<file path="config.mk">
export PLATFORM = sky130hd
export DESIGN_NAME = rvfi_pc_stream_gen
export DESIGN_NICKNAME = d
export VERILOG_FILES = /design/src/rtl/rvfi_pc_stream_gen.sv
export SDC_FILE = /design/constraint.sdc
export NUM_CORES = 1
export LEC_CHECK = 0
export CAP_MARGIN = 15
export CORE_ASPECT_RATIO = 1.4
export CORE_MARGIN = 2
export CORE_UTILIZATION = 55
export DETAILED_ROUTE_END_ITERATION = 6
export GPL_ROUTABILITY_DRIVEN = 0
export GPL_TIMING_DRIVEN = 1
export PLACE_DENSITY = 0.82
export SETUP_SLACK_MARGIN = 0.2
export SYNTH_ARGS = -nofsm -noshare
export SYNTH_HDL_FRONTEND = slang
export SYNTH_SLANG_ARGS = --single-unit
export TNS_END_PERCENT = 10
</file>
<file path="constraint.sdc">
create_clock -name clock -period 23.3 [get_ports clock]
set_input_delay 2.33 -clock clock [delete_from_list [all_inputs] [get_ports clock]]
set_output_delay 2.33 -clock clock [all_outputs]
set_load 0.02 [all_outputs]
</file>
<file path="src/rtl/rvfi_pc_stream_gen.sv">
// Synthetic RVFI retirement stream: LFSR-driven bundles with consecutive orders and
// chained PCs, plus an optional single-shot pc_rdata corruption for negative tests.
module rvfi_pc_stream_gen #(
  parameter int          NRET = 2,
  parameter int          XLEN = 32,
  parameter logic [31:0] SEED = 32'h1
) (
  input  logic                   clock,
  input  logic                   reset,
  input  logic                   i_enable,
  input  logic [XLEN-1:0]        i_start_pc,
  input  logic                   i_inject_en,
  input  logic [63:0]            i_inject_order,
  input  logic [XLEN-1:0]        i_inject_xor,
  output logic [NRET-1:0]        o_rvfi_valid,
  output logic [64*NRET-1:0]     o_rvfi_order,
  output logic [XLEN*NRET-1:0]   o_rvfi_pc_rdata,
  output logic [XLEN*NRET-1:0]   o_rvfi_pc_wdata,
  output logic [63:0]            o_next_order,
  output logic                   o_fault_fired
);

  localparam logic [31:0] LFSR_TAPS = 32'h80200003;

  logic [XLEN-1:0]      r_pc;
  logic [63:0]          r_order;
  logic [31:0]          r_lfsr;
  logic                 r_fired;
  logic [NRET-1:0]      r_valid;
  logic [64*NRET-1:0]   r_order_out;
  logic [XLEN*NRET-1:0] r_rdata;
  logic [XLEN*NRET-1:0] r_wdata;

  logic [31:0]          w_lfsr_next;
  logic [31:0]          w_count;
  logic [31:0]          w_rot;
  logic [31:0]          w_slot;
  logic [63:0]          w_slot_order;
  logic [XLEN-1:0]      w_step0;
  logic [XLEN-1:0]      w_pc_next;
  logic [NRET-1:0]      w_valid;
  logic [64*NRET-1:0]   w_order;
  logic [XLEN*NRET-1:0] w_rdata;
  logic [XLEN*NRET-1:0] w_wdata;
  logic                 w_hit;

  assign w_lfsr_next = {1'b0, r_lfsr[31:1]} ^ (r_lfsr[0] ? LFSR_TAPS : 32'h0);

  // Only the first slot may branch, so pc_j has the closed form pc_q + step0 + 4*(j-1).
  always_comb begin
    w_valid      = '0;
    w_order      = '0;
    w_rdata      = '0;
    w_wdata      = '0;
    w_hit        = 1'b0;
    w_slot       = '0;
    w_slot_order = '0;
    w_count      = 32'(r_lfsr[7:0]) % 32'(NRET + 1);
    w_rot        = 32'(r_lfsr[27:24]) % 32'(NRET);
    w_step0      = (r_lfsr[10:8] == 3'd0) ?
                   {{(XLEN-10){r_lfsr[23]}}, r_lfsr[23:16], 2'b00} : XLEN'(4);
    w_pc_next    = (w_count == 32'd0) ? r_pc :
                   r_pc + w_step0 + XLEN'((w_count - 32'd1) << 2);
    for (int c = 0; c < NRET; c++) begin
      w_slot = (32'(c) + 32'(NRET) - w_rot) % 32'(NRET);
      if (w_slot < w_count) begin
        w_slot_order                = r_order + 64'(w_slot);
        w_valid[c]                  = 1'b1;
        w_order[c*64 +: 64]         = w_slot_order;
        w_wdata[c*XLEN +: XLEN]     = r_pc + w_step0 + XLEN'(w_slot << 2);
        w_rdata[c*XLEN +: XLEN]     = (w_slot == 32'd0) ? r_pc :
                                      r_pc + w_step0 + XLEN'((w_slot - 32'd1) << 2);
        if (i_inject_en && (w_slot_order == i_inject_order)) begin
          w_rdata[c*XLEN +: XLEN] = w_rdata[c*XLEN +: XLEN] ^ i_inject_xor;
          w_hit                   = 1'b1;
        end
      end
    end
  end

  // The corruption only touches the emitted rdata; the internal chain stays intact.
  always_ff @(posedge clock) begin
    if (reset) begin
      r_pc        <= i_start_pc & ~(XLEN'(3));
      r_order     <= '0;
      r_lfsr      <= SEED;
      r_fired     <= 1'b0;
      r_valid     <= '0;
      r_order_out <= '0;
      r_rdata     <= '0;
      r_wdata     <= '0;
    end else if (i_enable) begin
      r_valid     <= w_valid;
      r_order_out <= w_order;
      r_rdata     <= w_rdata;
      r_wdata     <= w_wdata;
      r_order     <= r_order + 64'(w_count);
      r_pc        <= w_pc_next;
      r_lfsr      <= w_lfsr_next;
      if (w_hit) begin
        r_fired <= 1'b1;
      end
    end else begin
      r_valid     <= '0;
      r_order_out <= '0;
      r_rdata     <= '0;
      r_wdata     <= '0;
    end
  end

  assign o_rvfi_valid    = r_valid;
  assign o_rvfi_order    = r_order_out;
  assign o_rvfi_pc_rdata = r_rdata;
  assign o_rvfi_pc_wdata = r_wdata;
  assign o_next_order    = r_order;
  assign o_fault_fired   = r_fired;

endmodule

</file>
==> results.md <==
Final layout:
- The final-stage net count is 3951.
- In the final layout, the multi-input gates occupy 17600 µm².
- The combined flip-flop and latch cell area is a little under 8000 µm².
- The share of the core filled with cells is 68.3%.
- The number of standard cells in the final layout excluding fillers is around 4300.
- The post-route netlist has 4.58% of its cells at a drive strength greater than 1.
- The area growth from synthesis to layout is 22.7%.
- Counting the fill cells in the layout gives 3971.

Drt:
- The DRC marker count from the first detailed-route iteration is 2026.
- Dividing the detail-routed via count by the number of cells gives slightly below 6.
- The routed design has 92600 µm of wire.
- The first-pass iteration count of the detailed router is 6.
- The sum of met3 wire segment lengths after detailed routing is 8020 µm.
- Routed signal wires occupy layers up through met5.
- The number of remaining DRC errors is 0.
- Dividing the detail-routed wire length by the instance count gives 21.4 µm.
- In the detailed route, the total length drawn on met2 is 44400 µm.
- The total number of vias is 25678.
- The residual antenna-violating net count after detailed routing is 0.
- The detailed-route wire length on metal 1 is around 32000 µm.

Die:
- The die footprint is 50300 µm².
- The floorplan step set the die height to 265 µm.
- The horizontal die dimension is 190 µm.
- After floorplanning, the core was divided into 95 placement rows.
- The core region is 47900 µm².
- Once the floorplan was initialized, standard cells occupied a little under three fifths of the core.
- The total I/O pin count is 455.

Global routing:
- The largest net degree at the start of global routing is 78.
- The number of antenna violations at the first check in global routing was 6.
- Global routing used a little over a third of the available tracks across all layers.
- The final global-route overflow total is 0.
- The number of global-route vias before repair was between 20000 and 25000.
- The global-route wire length before repair is roughly 140000 µm.

Timing:
- The hold violation total from the final report is 0.
- The post-route fraction of the period consumed by the critical path is 40.5%.
- Timing would allow up to 106 MHz.
- The final hold slack is ~0.48 ns.
- The total count of max-transition violations in the final report was 0.
- The smallest clock period supported by the final layout is computed as between 9 and 10 ns.
- The number of setup violations in the final report is 0.
- The worst-case headroom to the max-slew limit is 24.2%.
- The slew at the pin with the worst max-slew slack is 1.11 ns.
- In the final timing run, aggregate negative setup slack is 0 ns.
- Setup repair after global routing left no endpoint under its margin.
- The final clock skew is 0.0441 ns.

Power and ir drop:
- Power spread over the standard cell area amounts to 72.2 nW/µm².
- The final total power is 2360 µW.
- The leakage dissipation is 0.0125 µW.
- IR analysis of the VDD net gives a maximum drop of 0.0560 mV.

Logic synthesis:
- Counting every instance in the synthesized netlist gives 3313.
- After synthesis, the cell types taking the most area are sky130_fd_sc_hd__dfxtp_1 (26%), sky130_fd_sc_hd__xnor2_1 (11%), sky130_fd_sc_hd__ha_1 (7.6%).
- The synthesized design contains 381 register bits.
- For this run, the leading register cell type out of synthesis is sky130_fd_sc_hd__dfxtp_1.
- Yosys mapped the design onto 101 distinct sky130hd cell types.
- The Yosys step of the flow raised 0 warnings.
- Yosys mapped a number of flops with a built-in enable equal to 30.
- After synthesis, the share of flip-flops with an asynchronous set or reset is 0%.
- In the synthesized netlist, the cells that appear most often are sky130_fd_sc_hd__nor2_1 (536), sky130_fd_sc_hd__dfxtp_1 (351), sky130_fd_sc_hd__xnor2_1 (349), sky130_fd_sc_hd__nand2_1 (275), sky130_fd_sc_hd__xor2_1 (184).
- The average size of a mapped cell is 8.05 µm².
- By instance count, the leading cell after synthesis is sky130_fd_sc_hd__nor2_1.
- The area fraction of the dominant cell type after synthesis is between 20% and 30%.
- The cell area after synthesis is 26700 µm².
- The share of synthesized area occupied by flip-flops and latches is 29.7%.
- The biggest area contributor in the post-synthesis netlist is sky130_fd_sc_hd__dfxtp_1.

Flow run:
- Max-cap violations in this run came to 0.

CTS:
- TritonCTS built the clock tree.
- The clock-pin slew on the worst setup and hold paths is 0.07 ns.
- The cts-stage hold buffer count is 0.
- The clock network latency to the later pin of the worst-skew pair is 0.59 ns.
- The CTS H-tree depth is 2.
- Clock tree synthesis selected as its root buffer the cell sky130_fd_sc_hd__clkbuf_16.
- The number of resized instances in the post-cts repair step is 0.
- Clock tree synthesis inserted a total of 40 buffers.
- Clock tree synthesis found a total of ~380 sinks.
- Counting along the longest clock path gives a buffer depth of 3.
- In this run the post-CTS setup repair buffer count came out at 0.

Worst setup path:
- The largest single stage delay on the critical path is 0.73 ns.
- The startpoint-to-endpoint class of the critical path is reg -> reg.
- The worst setup path is launched from a flop.
- The category of the worst setup path capture point is a flop.
- The top fanout value on the critical path is 18.
- For this design, the slowest cell found on the critical path is sky130_fd_sc_hd__dfxtp_1.
- The worst path required time is roughly 24 ns.
- At the worst endpoint, the arrival time is 9.75 ns.

Placed design:
- Once placement completed, the tool counted placed cells totaling 4241.
- The wire-length estimate of the detail-placed layout is 71200 µm.
- Buffers placed on the I/O ports in this run total 448.

Status:
- The run finished with clean final reports.

Min path:
- In this run the worst hold path is classified as reg -> reg.
[placed cells by master, fill, tap and decap left out, types with 13 or more instances in the layout]
cell,count
sky130_fd_sc_hd__a211oi_1,24
sky130_fd_sc_hd__a21o_1,43
sky130_fd_sc_hd__a21oi_1,152
sky130_fd_sc_hd__a31o_2,15
sky130_fd_sc_hd__a31oi_1,26
sky130_fd_sc_hd__and2_1,39
sky130_fd_sc_hd__and3_1,34
sky130_fd_sc_hd__buf_4,31
sky130_fd_sc_hd__clkbuf_16,42
sky130_fd_sc_hd__clkdlybuf4s50_1,446
sky130_fd_sc_hd__dfxtp_1,350
sky130_fd_sc_hd__edfxtp_1,30
sky130_fd_sc_hd__ha_1,162
sky130_fd_sc_hd__inv_1,87
sky130_fd_sc_hd__mux2i_1,77
sky130_fd_sc_hd__nand2_1,274
sky130_fd_sc_hd__nand2b_1,41
sky130_fd_sc_hd__nand3_1,78
sky130_fd_sc_hd__nand4_1,58
sky130_fd_sc_hd__nor2_1,536
sky130_fd_sc_hd__nor2b_1,13
sky130_fd_sc_hd__nor3_1,90
sky130_fd_sc_hd__nor4_1,43
sky130_fd_sc_hd__o21a_1,20
sky130_fd_sc_hd__o21ai_0,112
sky130_fd_sc_hd__o21bai_1,24
sky130_fd_sc_hd__o31ai_1,19
sky130_fd_sc_hd__or2_2,14
sky130_fd_sc_hd__or3_1,43
sky130_fd_sc_hd__xnor2_1,349
sky130_fd_sc_hd__xor2_1,184
[per-stage QoR]
stage	instance area [µm²]	setup WS (ns)
2_1_floorplan	26700	15.33
6_report	32700	13.86
3_3_place_gp	31300	14.17
3_5_place_dp	31300	13.99
4_1_cts	32700	13.94
5_1_grt	32700	13.22
[kinds of logic after synthesis]
kind of cell / synth area share (%)
AND/OR/NAND/NOR: 23.8
AO/OA/AOI/OAI: 13.5
XOR/XNOR: 17.6
flip-flops: 29.7
buffers and inverters: 4.44
adder cells (fa/ha/maj): 7.83
multiplexers: 3.12
other: 0.0141
[registers in the layout, indices dropped and copies added (netlist names)]
register and flops:
o_rvfi_order 128, o_next_order 64, o_rvfi_pc_rdata 64, o_rvfi_pc_wdata 60
r_lfsr 32, r_pc 30, o_rvfi_valid 2, o_fault_fired 1
[report_power, final]
part           internal [µW]  leakage [µW]  switching [µW]
registers                720       0.00316            51.4
clock network            384      0.000678             289
logic                    391       0.00868             529
[path summary, 6_finish.rpt]
check                     start            end  slack [ns]  depth (start not counted)
setup / recovery      r_lfsr[6]       r_pc[31]       13.86                         32
hold / removal    o_fault_fired  o_fault_fired        0.48                          2
hold reg to reg   o_fault_fired  o_fault_fired        0.48                          2
setup reg to reg      r_lfsr[6]       r_pc[31]       13.86                         32
[final cells by class]
class | count | share of cell area (%)
antenna | 4 | 0.0306
clock buffer | 56 | 3.53
clock inverter | 18 | 0.631
inverter | 90 | 1.05
multi-input combinational | 2663 | 53.7
sequential | 381 | 24.2
tap | 630 | 2.41
timing repair buffer | 478 | 14.4
[metal layers]
| metal | track usage, % | vias to the layer above |
|---|---|---|
| met3 | 8.02 | 447 |
| met1 | 37.6 | 11777 |
| li1 | - | 12085 |
| met4 | 26.9 | 2 |
| met5 | 0 | - |
| met2 | 61.8 | 1367 |
[worst max-delay path: cells and delay by family, from the launching register on]
kind,cells,cell delay [ns]
mux,2,0.81
simple gates,11,2.36
flops,1,0.73
fa+ha+maj,4,1.32
xor+xnor,1,0.32
compound gates,14,3.62
Power figures use the tool's default switching activity.
